<file path="src/rtl/aes_round_ctrl_if.sv">
// Block-input, round-datapath and result signals of the AES round sequencer.
// The decrypt sideband (dec/dec_mode) exists only when AES_ROUND_CTRL_DECRYPT_EN is defined.
interface aes_round_ctrl_if;
  logic         in_valid;
  logic         in_ready;
  logic [127:0] in_text;
  logic [3:0]   rk_idx;
  logic [127:0] rk_data;
  logic [127:0] rd_state;
  logic         rd_last;
  logic [127:0] rd_result;
  logic         out_valid;
  logic         out_ready;
  logic [127:0] out_text;
`ifdef AES_ROUND_CTRL_DECRYPT_EN
  logic         dec;
  logic         dec_mode;
`endif

  modport master (
    input  in_valid, in_text, rk_data, rd_result, out_ready,
    output in_ready, rk_idx, rd_state, rd_last, out_valid, out_text
`ifdef AES_ROUND_CTRL_DECRYPT_EN
    , input dec, output dec_mode
`endif
  );

  modport slave (
    output in_valid, in_text, rk_data, rd_result, out_ready,
    input  in_ready, rk_idx, rd_state, rd_last, out_valid, out_text
`ifdef AES_ROUND_CTRL_DECRYPT_EN
    , output dec, input dec_mode
`endif
  );
endinterface

</file>
<file path="src/rtl/aes_round_ctrl.sv">
// Iterative AES round sequencer: one block in flight, NR*ROUND_LAT cycles accept-to-valid, result held until out_ready.
// AES_ROUND_CTRL_DECRYPT_EN adds dec/dec_mode and the inverse (NR..0) round-key order.
module aes_round_ctrl #(
  parameter int NR        = 10,
  parameter int ROUND_LAT = 1
) (
  input  logic             clk,
  input  logic             rst_n,
  aes_round_ctrl_if.master bus
);

  if (!(NR == 10 || NR == 12 || NR == 14)) begin : g_bad_nr
    $error("aes_round_ctrl: NR must be 10, 12 or 14");
  end
  if (ROUND_LAT < 1 || ROUND_LAT > 15) begin : g_bad_lat
    $error("aes_round_ctrl: ROUND_LAT must be in 1..15");
  end

  typedef enum logic [1:0] {
    IDLE  = 2'd0,
    ROUND = 2'd1,
    DONE  = 2'd2
  } st_t;

  localparam logic [3:0] NR_IDX   = 4'(NR);
  localparam logic [3:0] LAT_LAST = 4'(ROUND_LAT - 1);

  st_t          st_q, st_d;
  logic [127:0] state_q, state_d;
  logic [3:0]   rnd_q, rnd_d;
  logic [3:0]   lat_cnt_q, lat_cnt_d;
  logic [3:0]   rk_idx;
`ifdef AES_ROUND_CTRL_DECRYPT_EN
  logic         dec_q, dec_d;
`endif

  // Key index is a pure decode of state so it stays put for every cycle of a multicycle round.
  always_comb begin
    rk_idx = 4'd0;
    if (st_q == ROUND) begin
      rk_idx = rnd_q;
    end
`ifdef AES_ROUND_CTRL_DECRYPT_EN
    if (st_q == IDLE && bus.dec) begin
      rk_idx = NR_IDX;
    end else if (st_q == ROUND && dec_q) begin
      rk_idx = NR_IDX - rnd_q;
    end
`endif
  end

  assign bus.in_ready  = (st_q == IDLE);
  assign bus.out_valid = (st_q == DONE);
  assign bus.out_text  = state_q;
  assign bus.rd_state  = state_q;
  assign bus.rk_idx    = rk_idx;
  // Last round is rnd==NR in both directions (decrypt then has rk_idx==0).
  assign bus.rd_last   = (st_q == ROUND) && (rnd_q == NR_IDX);
`ifdef AES_ROUND_CTRL_DECRYPT_EN
  assign bus.dec_mode  = dec_q;
`endif

  always_comb begin
    st_d      = st_q;
    state_d   = state_q;
    rnd_d     = rnd_q;
    lat_cnt_d = lat_cnt_q;
`ifdef AES_ROUND_CTRL_DECRYPT_EN
    dec_d     = dec_q;
`endif
    case (st_q)
      IDLE: begin
        if (bus.in_valid) begin
          state_d   = bus.in_text ^ bus.rk_data;
          rnd_d     = 4'd1;
          lat_cnt_d = 4'd0;
          st_d      = ROUND;
`ifdef AES_ROUND_CTRL_DECRYPT_EN
          dec_d     = bus.dec;
`endif
        end
      end
      ROUND: begin
        lat_cnt_d = lat_cnt_q + 4'd1;
        if (lat_cnt_q == LAT_LAST) begin
          state_d   = bus.rd_result;
          lat_cnt_d = 4'd0;
          if (rnd_q == NR_IDX) begin
            st_d = DONE;
          end else begin
            rnd_d = rnd_q + 4'd1;
          end
        end
      end
      DONE: begin
        if (bus.out_ready) begin
          st_d = IDLE;
        end
      end
      default: st_d = IDLE;
    endcase
  end

  always_ff @(posedge clk or negedge rst_n) begin
    if (!rst_n) begin
      st_q      <= IDLE;
      state_q   <= '0;
      rnd_q     <= '0;
      lat_cnt_q <= '0;
`ifdef AES_ROUND_CTRL_DECRYPT_EN
      dec_q     <= 1'b0;
`endif
    end else begin
      st_q      <= st_d;
      state_q   <= state_d;
      rnd_q     <= rnd_d;
      lat_cnt_q <= lat_cnt_d;
`ifdef AES_ROUND_CTRL_DECRYPT_EN
      dec_q     <= dec_d;
`endif
    end
  end

endmodule

</file>
<file path="src/flat_wrapper.sv">
// flat-port wrapper written by rule: the top's interface ports become plain ports
module aes_round_ctrl_flat 
#(
  parameter int NR        = 10,
  parameter int ROUND_LAT = 1
)
  (clk, rst_n, bus_in_valid, bus_in_text, bus_rk_data, bus_rd_result, bus_out_ready, bus_in_ready, bus_rk_idx, bus_rd_state, bus_rd_last, bus_out_valid, bus_out_text);
  aes_round_ctrl_if bus_i ();
  input  logic clk;
  input  logic rst_n;
  input wire logic [$bits(bus_i.in_valid)-1:0] bus_in_valid;
  input wire logic [$bits(bus_i.in_text)-1:0] bus_in_text;
  input wire logic [$bits(bus_i.rk_data)-1:0] bus_rk_data;
  input wire logic [$bits(bus_i.rd_result)-1:0] bus_rd_result;
  input wire logic [$bits(bus_i.out_ready)-1:0] bus_out_ready;
  output wire logic [$bits(bus_i.in_ready)-1:0] bus_in_ready;
  output wire logic [$bits(bus_i.rk_idx)-1:0] bus_rk_idx;
  output wire logic [$bits(bus_i.rd_state)-1:0] bus_rd_state;
  output wire logic [$bits(bus_i.rd_last)-1:0] bus_rd_last;
  output wire logic [$bits(bus_i.out_valid)-1:0] bus_out_valid;
  output wire logic [$bits(bus_i.out_text)-1:0] bus_out_text;
  assign bus_i.in_valid = bus_in_valid;
  assign bus_i.in_text = bus_in_text;
  assign bus_i.rk_data = bus_rk_data;
  assign bus_i.rd_result = bus_rd_result;
  assign bus_i.out_ready = bus_out_ready;
  assign bus_in_ready = bus_i.in_ready;
  assign bus_rk_idx = bus_i.rk_idx;
  assign bus_rd_state = bus_i.rd_state;
  assign bus_rd_last = bus_i.rd_last;
  assign bus_out_valid = bus_i.out_valid;
  assign bus_out_text = bus_i.out_text;
  aes_round_ctrl #(.NR(NR), .ROUND_LAT(ROUND_LAT)) u_core (.clk(clk), .rst_n(rst_n), .bus(bus_i));
endmodule
</file>
<file path="config.mk">
export PLATFORM = sky130hd
export DESIGN_NAME = aes_round_ctrl_flat
export DESIGN_NICKNAME = d
export VERILOG_FILES = /design/src/rtl/aes_round_ctrl_if.sv /design/src/rtl/aes_round_ctrl.sv /design/src/flat_wrapper.sv
export SDC_FILE = /design/constraint.sdc
export NUM_CORES = 1
export LEC_CHECK = 0
export ABC_CLOCK_PERIOD_IN_PS = 1780
export BUFFER_PORTS_ARGS = -buffer_cell sky130_fd_sc_hd__clkbuf_2
export CAP_MARGIN = 25
export CORE_AREA = 2 2 253 255
export CTS_BUF_LIST = sky130_fd_sc_hd__clkbuf_16
export DETAILED_ROUTE_END_ITERATION = 12
export DIE_AREA = 0 0 255 257
export HOLD_SLACK_MARGIN = 0.06
export PLACE_DENSITY_LB_ADDON = 0.1
export SETUP_SLACK_MARGIN = 0.15
export SYNTH_ARGS = -nofsm -noshare
export SYNTH_HDL_FRONTEND = slang
export SYNTH_SLANG_ARGS = --single-unit
</file>
<file path="constraint.sdc">
create_clock -name clk -period 1.78 [get_ports clk]
set_input_delay 0.267 -clock clk [delete_from_list [all_inputs] [get_ports clk]]
set_output_delay 0.267 -clock clk [all_outputs]
set_load 0.02 [all_outputs]
</file>
# Word level (Yosys, flattened, before mapping)
# Index checks and enable logic that the tools add are counted.
[classes]
add_sub_neg = 2
n_eq_ne = 8
n_mux = 16
bitwise = 1
n_reduce_logical = 8
[ops]
columns = ["cell", "n"]
rows = [
  ["$mux W128", 2],
  ["$pmux W128 S2", 1],
  ["$xor A128 B128 Y128", 1],
  ["$mux W4", 6],
  ["$pmux W4 S2", 2],
  ["$ne A2 B2 Y1 const B", 5],
  ["$add A4 B1 Y4 const B", 2],
  ["$mux W2", 4],
  ["$reduce_and A4 Y1", 2],
  ["$pmux W2 S3", 1],
  ["$eq A4 B4 Y1 const B", 1],
  ["$logic_not A4 Y1", 1],
  ["$reduce_and A3 Y1", 1],
  ["$eq A2 B1 Y1 const B", 1],
  ["$eq A2 B2 Y1 const B", 1],
  ["$logic_not A2 Y1", 1],
  ["$reduce_and A2 Y1", 1],
  ["$reduce_bool A2 Y1", 1],
  ["$logic_and A1 B1 Y1", 1],
]
[totals]
ff_bits = 138
out_inout_bits = 263
elab_cells = 39

# Logic depth before layout (Yosys ltp)
# Gate-level depths: netlist of run 1.
[logic_depth]
word_depth = 4
ltp_mapped = 7
ltp_nobuf = 5

# Least setup slack after synthesis of run 1
# Ideal clock, no wire load.
[synth_timing]
path_type = "flip-flop to flip-flop"
start = "register u_core.lat_cnt_q[0]"
end = "register u_core.state_q[38] (netlist: u_core.bus.out_text[38])"
arrival_ps = 1814
required_time_ps = 1652
setup_slack_ps = -162
path_stages_with_launch = 8
n_path_buf = 2
cell_sequence = "dfrtp_1 inv_1 ha_1 or3b_4 o21ai_4 buf_6 buf_6 mux2_1"
[synth_between]
elab_chain_cells = 3
[synth_rtl]
columns = ["item", "line_no", "source"]
rows = [
  ["from (decl)", "aes_round_ctrl.sv:31", "logic [3:0] lat_cnt_q, lat_cnt_d;"],
  ["from (signal assigned)", "aes_round_ctrl.sv:117", "lat_cnt_q <= lat_cnt_d;"],
  ["$logic_not A4 Y1", "aes_round_ctrl.sv:85", "if (lat_cnt_q == LAT_LAST) begin"],
  ["$ne A2 B2 Y1 (no line)", "--", ""],
  ["$reduce_and A3 Y1 (no line)", "--", ""],
  ["to (signal assigned)", "aes_round_ctrl.sv:115", "state_q <= state_d;"],
  ["to (decl)", "aes_round_ctrl.sv:29", "logic [127:0] state_q, state_d;"],
]
# Every way passes these cells.
# A chain may end at the register's enable or synchronous reset.

# Final worst setup path of run 1
[layout_timing]
start = "register u_core.lat_cnt_q[1]"
end = "register u_core.state_q[34] (netlist: u_core.bus.out_text[34])"
# Same word-level chain as after synthesis.

==> results.txt, run 1 <==
status - complete, but fails checks
failing checks - setup timing
mean routed wirelength per cell - 16.5 µm
Tightest Pin Transition - 0.451 ns
worst reg2reg path startpoint - u_core.lat_cnt_q[1]$_DFFE_PN0P_
number of max-cap violations - 0
Chip Width - 255 µm
dominant synthesized flop cell - dfrtp_1
Starting DRT DRC Count - 207
Max stage delay on crit path - 0.39 ns
CP startpoint kind - register
routed wire length - 35900 µm
hold slack - 0.150 ns
# rows - 92
final hold violations - 0
CTS sink cnt - 138
crit path max fanout - 8
Worst Skew - 0.00798 ns
clk buf depth - 2
share of post-route cells with drive strength above 1 - 76.6%
Final min period - 2.09 ns
I/O Buffers - 650
register area - 3450 µm²
top-area cell type share of the netlist area - 37.6%
Worst EP required - 2.13 ns
die area - 65500 µm²
Synth area leaders - dfrtp_1, mux2_2, xor2_1
vias per cell - 3.38
Setup TNS - -32.80 ns
non-filler instance count after layout - 2170
clock root cell - clkbuf_16
max-slew violations - 0
Core Footprint - 62700 µm²
Slew HR - 70.0%
drt first pass iters - 4
register area share after synthesis - 37.6%
pin count of the biggest net entering global routing - 47
post-detail-place hpwl - 28500 µm
Post-Synthesis Cells - 732
Hold EP - u_core.bus.out_text[3]$_DFFE_PN0P_
Detail Route Antenna Nets - 0
die height - 257 µm
number of global-route vias before repair - 7751
GP Congestion - 0.743
Clock Latency Late Sink - 0.47 ns
Unique masters post-synth - 35
CTS buffer count - 17
Synth area leader - dfrtp_1
Post-synth ARST share - 100%
hold depth - 3
slowest cell on the critical path - or3b_4
r2r worst-path depth - 8
FILL cells - 6831
Total GRT Usage - 10.3%
EDFF count, synth - 0
initial antenna violation count - 0
Layout Area Growth over Synthesis - 55.4%
CTS tree - yes
post-route cell area - 14300 µm²
Max IR drop VDD - 611 µV
R2R Path End - u_core.bus.out_text[34]$_DFFE_PN0P_
fmax - 478 MHz
post-synthesis instance area - 9170 µm²
IO Pins - 651
H-tree depth - 4
# DRC - 0
syn nets - 1124
delay-heaviest family, CP - buffers and inverters
flop2flop setup slack - -0.31 ns
Hold Crit Class - in2reg
CTS clock-pin slew for the worst setup and hold paths - 0.06 ns
hold path startpoint - bus_rd_result[3]
Post-DP Area - 12800 µm²
Setup WS pre-CTS - -0.280 ns
Synth Register Bits - 138
area of the multi-input gates - 4830 µm²
Starting Density - 14.6%
crit path buf inv count - 4
Placed Instances - 2115
Antenna diodes - 0
CP Capture Type - register
CP dominant cell by count - buf_12
RSZ-0062 raised after global routing - yes
leak pwr - 7.12 nW
Pwr Density - 1660 nW/µm²
worst path cell trace - inv_1 > ha_4 > or3b_4 > o21ai_4 > buf_12 > buf_12 > buf_12 > mux2_2
grt total ovfl - 0
Final setup viols - 134
worst path arrival time - 2.44 ns
Setup WS post-layout - -0.314 ns
synthesized area per cell - 12.5 µm²
final period utilization - 118%
first-pass GRT wire length - 49100 µm
DR vias - 7344
Synth warnings - 0
crit path kind - reg2reg
# nets final - 1704
==> synthesized netlist by cell type (all sizes together), types with 2 or more instances <==
library cell and number:
clkbuf 4, xor2 129, a22o 2, and2 2
mux2 256, o21ai 2, ha 4, or3b 2
nand2b 3, dfrtp 138, nand3 5, nand2 4
inv 6, mux2i 2, buf 154, nor2 5
a21oi 2
==> cell usage in the layout (no fill, tap or decap), types with 2 or more instances in the layout <==
| master | Yosys | layout |
|---|---|---|
| and2_4 | 0 | 2 |
| buf_12 | 0 | 11 |
| clkinv_1 | 0 | 2 |
| mux2_2 | 182 | 144 |
| mux2_4 | 43 | 106 |
| xor2_1 | 129 | 129 |
| clkinvlp_4 | 0 | 2 |
| bufinv_16 | 0 | 3 |
| inv_1 | 6 | 4 |
| mux2_1 | 31 | 6 |
| a21oi_1 | 2 | 2 |
| ha_4 | 0 | 2 |
| nand3_1 | 5 | 5 |
| nand2_1 | 4 | 4 |
| clkinv_2 | 0 | 3 |
| clkbuf_2 | 0 | 642 |
| buf_4 | 129 | 19 |
| mux2i_1 | 2 | 2 |
| dlygate4sd3_1 | 0 | 2 |
| ha_1 | 4 | 2 |
| clkinv_4 | 0 | 3 |
| nor2_4 | 0 | 4 |
| buf_16 | 0 | 4 |
| buf_6 | 15 | 18 |
| a22o_1 | 2 | 2 |
| clkbuf_16 | 0 | 21 |
| nand2b_4 | 0 | 2 |
| inv_2 | 0 | 3 |
| buf_8 | 0 | 18 |
| dfrtp_1 | 138 | 137 |
==> power breakdown <==
group	internal, W	switching [W]	leakage (nW)	total [W]
sequential	0.00478	0.00189	1.61	0.00667
clock	0.00217	0.00149	0.285	0.00366
combinational	0.00628	0.00710	5.22	0.0134
total	0.0132	0.0105	7.12	0.0237
==> logic make-up after synthesis <==
group                    after synthesis  synth area share (%)
buffers and inverters                164                  13.4
flip-flops                           138                  37.6
adder cells (fa/ha/maj)                4                 0.546
multiplexers                         258                  33.4
AO/OA/AOI/OAI                         13                  1.15
AND/OR/NAND/NOR                       26                  1.60
XOR/XNOR                             129                  12.3
==> repair_timing <==
| item | in CTS | in global routing |
|---|---|---|
| endpoints found under the setup margin | 138 | 138 |
| resized for setup | 41 | 114 |
| hold buffers | 2 | 0 |
| pin swaps | 1 | 2 |
| gates cloned | 2 | 4 |
| hold endpoints to repair | 46 | 0 |
| buffers inserted | 10 | 6 |
==> tightest hold or removal path: stages <==
cell      delay, ns
clkbuf_2       0.07
mux2_2         0.13
mux2_1         0.11
==> area by class of cell <==
| cell class | instances | share of cell area, % |
|---|---|---|
| Multi-Input combinational cell | 430 | 33.9 |
| Timing Repair Buffer | 719 | 30.2 |
| Sequential cell | 138 | 24.2 |
| Tap cell | 846 | 7.42 |
| Clock buffer | 17 | 2.98 |
| Clock inverter | 14 | 1.11 |
| Inverter | 6 | 0.158 |
==> stage by stage <==
| step | utilization [%] | total power, W |
|---|---|---|
| detailed placement | 20.3 | 0.0187 |
| CTS | 21.8 | 0.0228 |
| finish | 22.7 | 0.0237 |
| global route | 22.7 | 0.0251 |
| floorplan | - | 0.0154 |
| global placement | 20.3 | 0.0188 |
==> per-layer routing <==
metal  share of wire [%]  track usage (%)
met3                 4.4             2.48
met5                   0                0
met1                  39             11.1
met2                  56             19.6
met4                 1.2             3.17
==> sequential cells by signal, summed over array words and instances, names as in the netlist <==
signal               flops
u_core.st_q              2
u_core.rnd_q             4
u_core.bus.out_text    128
u_core.lat_cnt_q         4
==> worst max-delay path by stage <==
stage	start	end	slack, ns	cells after the start
finish	u_core.lat_cnt_q[1]$_DFFE_PN0P_	u_core.bus.out_text[34]$_DFFE_PN0P_	-0.31	8
floorplan	u_core.lat_cnt_q[0]$_DFFE_PN0P_	u_core.bus.out_text[48]$_DFFE_PN0P_	-0.16	7
CTS	u_core.lat_cnt_q[0]$_DFFE_PN0P_	u_core.bus.out_text[41]$_DFFE_PN0P_	-0.29	7
global route	u_core.lat_cnt_q[0]$_DFFE_PN0P_	u_core.bus.out_text[42]$_DFFE_PN0P_	-0.36	8
detailed placement	u_core.lat_cnt_q[0]$_DFFE_PN0P_	u_core.bus.out_text[90]$_DFFE_PN0P_	-0.28	7
global placement	u_core.lat_cnt_q[0]$_DFFE_PN0P_	u_core.bus.out_text[34]$_DFFE_PN0P_	-0.26	7
Power figures use the tool's default switching activity.
==> run 2: changes to the inputs <==
==> constraint.sdc (replaced) <==
create_clock -name clk -period 1.78 [get_ports clk]
set_input_delay 0.356 -clock clk [delete_from_list [all_inputs] [get_ports clk]]
set_output_delay 0.356 -clock clk [all_outputs]
set_load 0.02 [all_outputs]
==> run 2 against run 1 <==
The flow still finishes with violations (setup timing). Cell area fell by 0.90%. Utilization fell by 0.21 points. Setup slack got worse by 0.0059 ns. First-iteration DRC count fell by 23%. Count of clock-buffer cells in the layout did not move. Register-to-register slack barely moved. Cell count rose by 0.78%. Critical path type unchanged. Critical endpoint is now u_core.bus.out_text[32]$_DFFE_PN0P_.
==> results.txt, run 2 (synthesis results as in run 1) <==
CTS clock-pin slew for the worst setup and hold paths - 0.06 ns
Max IR drop VDD - 588 µV
Antenna diodes - 0
final period utilization - 118%
vias per cell - 3.35
Net Sw Power - 0.0102 W
GP Congestion - 0.730
Final setup viols - 137
internal power - 0.0124 W
CTS sink cnt - 138
initial antenna violation count - 0
Detail Route Antenna Nets - 0
grt total ovfl - 0
hold path startpoint - bus_rd_result[15]
die area - 65500 µm²
I/O Buffers - 650
# DRC - 0
Worst EP required - 2.13 ns
final hold violations - 0
Placed Instances - 2121
most frequent cells in the layout - clkbuf_2, mux2_2, dfrtp_1, xor2_1, mux2_4
non-filler instance count after layout - 2187
Net Sw Frac - 45.2%
max-slew violations - 0
Slew HR - 68.6%
post-detail-place hpwl - 28800 µm
number of max-cap violations - 0
IO Pins - 651
Hold Crit Class - in2reg
Clock Latency Late Sink - 0.47 ns
Final min period - 2.10 ns
Logic pwr share - 57.2%
first-pass GRT wire length - 50000 µm
Starting Density - 14.6%
share of post-route cells with drive strength above 1 - 74.9%
Chip Width - 255 µm
R2R Path End - u_core.bus.out_text[32]$_DFFE_PN0P_
Worst Skew - 0.00766 ns
Starting DRT DRC Count - 159
DR vias - 7327
worst reg2reg path startpoint - u_core.lat_cnt_q[1]$_DFFE_PN0P_
max FFs per register - 128
r2r worst-path depth - 8
CTS tree - yes
routed wire length - 36300 µm
clk buf depth - 2
sequential group share of total power - 28.9%
clock power share - 13.9%
Total GRT Usage - 10.6%
status - complete, but fails checks
flop2flop setup slack - -0.32 ns
Pwr Density - 1600 nW/µm²
# nets final - 1720
Layout Area Growth over Synthesis - 54.0%
Pwr Total - 0.0227 W
mean routed wirelength per cell - 16.6 µm
FILL cells - 6810
most common cell after layout, fill and taps aside - clkbuf_2
CP startpoint kind - register
leak pwr - 7.05 nW
CP Capture Type - register
pin count of the biggest net entering global routing - 51
die height - 257 µm
CTS buffer count - 17
clock root cell - clkbuf_16
number of global-route vias before repair - 7813
H-tree depth - 4
crit path kind - reg2reg
worst path arrival time - 2.45 ns
drt first pass iters - 4
hold depth - 3
# rows - 92
failing checks - setup timing
RSZ-0062 raised after global routing - yes
Setup WS post-layout - -0.320 ns
Core Footprint - 62700 µm²
fmax - 476 MHz
Tightest Pin Transition - 0.470 ns
Hold EP - u_core.bus.out_text[15]$_DFFE_PN0P_
crit path max fanout - 10
==> run 2: cell count changes in the layout (fill, tap and decap cells not counted), sizes merged <==
| cell | delta |
|---|---|
| inv | +5 |
| buf | +11 |
| bufinv | -3 |
| clkinv | -1 |
| clkbuf | +5 |
==> run 2: power groups by stage <==
| stage | registers [W] | clock network (W) | logic, W |
|---|---|---|---|
| 2_1_floorplan | 0.00777 | 0 | 0.00767 |
| 3_3_place_gp | 0.00672 | 0 | 0.0121 |
| 3_5_place_dp | 0.00669 | 0 | 0.0121 |
| 4_1_cts | 0.00668 | 0.00335 | 0.0125 |
| 5_1_grt | 0.00684 | 0.00345 | 0.0138 |
| 6_report | 0.00655 | 0.00314 | 0.0130 |
==> run 2: worst max-delay path by stage <==
stage / startpoint / end / cells after the start
3_5_place_dp: u_core.lat_cnt_q[1]$_DFFE_PN0P_ / u_core.bus.out_text[127]$_DFFE_PN0P_ / 7
4_1_cts: u_core.lat_cnt_q[0]$_DFFE_PN0P_ / u_core.bus.out_text[30]$_DFFE_PN0P_ / 7
3_3_place_gp: u_core.lat_cnt_q[1]$_DFFE_PN0P_ / u_core.bus.out_text[34]$_DFFE_PN0P_ / 7
6_report: u_core.lat_cnt_q[1]$_DFFE_PN0P_ / u_core.bus.out_text[32]$_DFFE_PN0P_ / 8
5_1_grt: u_core.lat_cnt_q[0]$_DFFE_PN0P_ / u_core.bus.out_text[27]$_DFFE_PN0P_ / 8
2_1_floorplan: u_core.lat_cnt_q[0]$_DFFE_PN0P_ / u_core.bus.out_text[48]$_DFFE_PN0P_ / 7
==> run 2: layer usage <==
metal / routed length, µm / GRT usage, % / up-vias
met1: 13800 / 11.5 / 3466
met5: 0 / 0 / -
li1: - / - / 3571
met4: 556 / 3.72 / 0
met2: 20300 / 19.8 / 260
met3: 1670 / 2.36 / 30
==> run 2: repair_timing <==
item,4_1_cts,5_1_grt
gates cloned,4,9
pin swaps,0,4
endpoints found under the hold margin,40,0
hold buffers,2,0
setup endpoints to repair,136,139
resized for setup,46,35
buffers inserted,10,9
==> run 2: stage by stage <==
stage | utilization [%] | TNS (ns) | area, µm² | hold WS [ns] | worst slack (ns)
3_5_place_dp | 20.5 | -30.57 | 12800 | 0.239 | -0.307
2_1_floorplan | - | -16.42 | 9190 | 0.0604 | -0.159
6_report | 22.5 | -37.57 | 14100 | 0.237 | -0.320
5_1_grt | 22.5 | -49.05 | 14100 | 0.209 | -0.405
4_1_cts | 21.9 | -35.36 | 13700 | 0.186 | -0.327
3_3_place_gp | 20.5 | -28.55 | 12800 | 0.244 | -0.284
==> run 2: cell type report <==
class | count | area (µm²) | share of cell area (%)
clock inverters | 15 | 73.8 | 0.522
clock buffers | 17 | 425 | 3.01
flip-flops and latches | 138 | 3460 | 24.5
repair buffers | 735 | 4460 | 31.5
well taps | 846 | 1060 | 7.49
multi-input cells | 430 | 4640 | 32.8
inverters | 6 | 22.5 | 0.159
==> run 2: critical path, stage by stage, from the launching register on <==
cell and delay [ns]:
dfrtp_1 0.38, inv_2 0.06, ha_2 0.17, or3b_4 0.40, o21ai_4 0.17, buf_6 0.13, buf_12 0.17, buf_16 0.15
mux2_2 0.33
==> run 3: changes to the inputs <==
--- a/config.mk
+++ b/config.mk
@@ -9,7 +9,6 @@
 export BUFFER_PORTS_ARGS = -buffer_cell sky130_fd_sc_hd__clkbuf_2
 export CAP_MARGIN = 25
 export CORE_AREA = 2 2 253 255
-export CTS_BUF_LIST = sky130_fd_sc_hd__clkbuf_16
 export DETAILED_ROUTE_END_ITERATION = 12
 export DIE_AREA = 0 0 255 257
 export HOLD_SLACK_MARGIN = 0.06
==> constraint.sdc (replaced) <==
create_clock -name clk -period 1.78 [get_ports clk]
set_input_delay 0.356 -clock clk [delete_from_list [all_inputs] [get_ports clk]]
set_output_delay 0.356 -clock clk [all_outputs]
set_load 0.1 [all_outputs]
==> run 3 against run 2 <==
The run still ends with setup timing left. Via count is 1.8% higher. Utilization up 2.2 points. Cell count increased by 0.50%. Clock skew increased by 0.0012 ns. Wire length fell by 1.8%. Die area stayed put. Cell area rose by 9.8%.
==> results.txt, run 3 (synthesis results as in run 1) <==
status - complete, but fails checks
failing checks - setup timing
number of max-cap violations - 0
GP Congestion - 0.740
worst path cell trace - inv_2 > ha_4 > or3b_4 > o21ai_4 > buf_6 > clkbuf_16 > buf_12 > mux2_2
CP Capture Type - register
clock root cell - clkbuf_16
# nets final - 1732
Chip Width - 255 µm
mean routed wirelength per cell - 16.2 µm
RSZ-0062 raised after global routing - yes
final hold violations - 0
grt total ovfl - 0
Starting Density - 14.6%
most frequent cells in the layout - clkbuf_2, clkbuf_4, mux2_2, xor2_1, dfrtp_2
Hold Crit Class - in2reg
Worst Skew - 0.00887 ns
routed wire length - 35600 µm
Final min period - 2.07 ns
CTS clock-pin slew for the worst setup and hold paths - 0.06 ns
most common cell after layout, fill and taps aside - clkbuf_2
CTS buffer count - 17
Starting DRT DRC Count - 162
Core Footprint - 62700 µm²
max FFs per register - 128
pin count of the biggest net entering global routing - 52
CTS tree - yes
I/O Buffers - 650
max-slew violations - 0
Antenna diodes - 0
first-pass GRT wire length - 49400 µm
Detail Route Antenna Nets - 0
Setup WS post-layout - -0.294 ns
worst path arrival time - 2.41 ns
Worst EP required - 2.12 ns
Final setup viols - 136
number of global-route vias before repair - 8137
IO Pins - 651
crit path max fanout - 7
H-tree depth - 4
post-route cell area - 15500 µm²
fmax - 482 MHz
Post-DP Area - 13300 µm²
Max stage delay on crit path - 0.39 ns
CP startpoint kind - register
slowest cell on the critical path - dfrtp_1
crit path kind - reg2reg
share of post-route cells with drive strength above 1 - 84.0%
drt first pass iters - 4
CTS sink cnt - 138
final period utilization - 117%
non-filler instance count after layout - 2198
Placed Instances - 2149
initial antenna violation count - 0
vias per cell - 3.39
post-detail-place hpwl - 28900 µm
Layout Area Growth over Synthesis - 69.2%
Slew HR - 66.9%
FILL cells - 6725
DR vias - 7460
Tightest Pin Transition - 0.495 ns
# DRC - 0
clk buf depth - 2
# rows - 92
Total GRT Usage - 10.3%
Clock Latency Late Sink - 0.46 ns
die area - 65500 µm²
Setup WS pre-CTS - -0.312 ns
die height - 257 µm
==> run 3: changes by cell type in the layout (fill, tap and decap cells not counted), moves of 8 or more <==
cell      change
mux2_1       -17
buf_16        -8
clkbuf_8     +73
mux2_4       +19
clkbuf_4    +174
dfrtp_1      -97
buf_6        -11
dfrtp_2      +97
clkbuf_2    -256
buf_4        +28
buf_12       +15
==> run 3: area by class of cell <==
| cell class | instances | area [µm²] | share of cell area, % |
|---|---|---|---|
| sequential | 138 | 3580 | 23.1 |
| timing repair buffer | 747 | 5550 | 35.8 |
| inverter | 6 | 25.0 | 0.161 |
| clock buffer | 20 | 447 | 2.88 |
| multi-input combinational | 430 | 4710 | 30.4 |
| clock inverter | 11 | 148 | 0.951 |
| tap | 846 | 1060 | 6.82 |
==> run 3: what timing repair did <==
action / 4_1_cts / 5_1_grt
buffers inserted: 9 / 4
hold buffers: 2 / 0
gates resized for setup: 292 / 182
hold endpoints to repair: 82 / 0
gates cloned: 0 / 3
endpoints found under the setup margin: 394 / 206
pin swaps: 4 / 1
==> run 3: final timing paths <==
| kind | start | slack [ns] | depth (start not counted) | end |
|---|---|---|---|---|
| setup / recovery | u_core.lat_cnt_q[0]$_DFFE_PN0P_ | -0.29 | 8 | u_core.bus.out_text[37]$_DFFE_PN0P_ |
| hold / removal | bus_rd_result[84] | 0.25 | 3 | u_core.bus.out_text[84]$_DFFE_PN0P_ |
| setup reg to reg | u_core.lat_cnt_q[0]$_DFFE_PN0P_ | -0.29 | 8 | u_core.bus.out_text[37]$_DFFE_PN0P_ |
| hold reg to reg | u_core.bus.out_text[39]$_DFFE_PN0P_ | 0.52 | 1 | u_core.bus.out_text[39]$_DFFE_PN0P_ |
| max in group asynchronous | rst_n | 0.80 | 4 | u_core.bus.out_text[114]$_DFFE_PN0P_ |
| min in group asynchronous | rst_n | 0.33 | 2 | u_core.bus.out_text[42]$_DFFE_PN0P_ |
==> run 3: routing by layer <==
layer | GRT usage, % | routed length (µm)
met4 | 3.18 | 475
met1 | 10.9 | 13400
met2 | 19.5 | 19800
met5 | 0 | 0
met3 | 2.73 | 1930
==> run 3: through the flow <==
step | hold WS [ns] | util (%) | setup TNS, ns
6_report | 0.246 | 24.7 | -32.27
5_1_grt | 0.217 | 24.7 | -42.90
4_1_cts | 0.180 | 24.0 | -35.71
3_5_place_dp | 0.216 | 21.2 | -33.16
3_3_place_gp | 0.217 | 21.2 | -30.08
2_1_floorplan | 0.0604 | - | -16.64
==> run 3: critical path, delay by kind of cell, from the launching register on <==
| family | cells | cell delay (ns) |
|---|---|---|
| AO/OA/AOI/OAI | 1 | 0.16 |
| AND/OR/NAND/NOR | 1 | 0.39 |
| multiplexers | 1 | 0.33 |
| buffers and inverters | 4 | 0.55 |
| flip-flops | 1 | 0.39 |
| adder cells (fa/ha/maj) | 1 | 0.13 |
Power of run 3 is left out: the tool's default activity adds up to more than one toggle a clock period on the data nets, which glitch-free logic cannot reach.
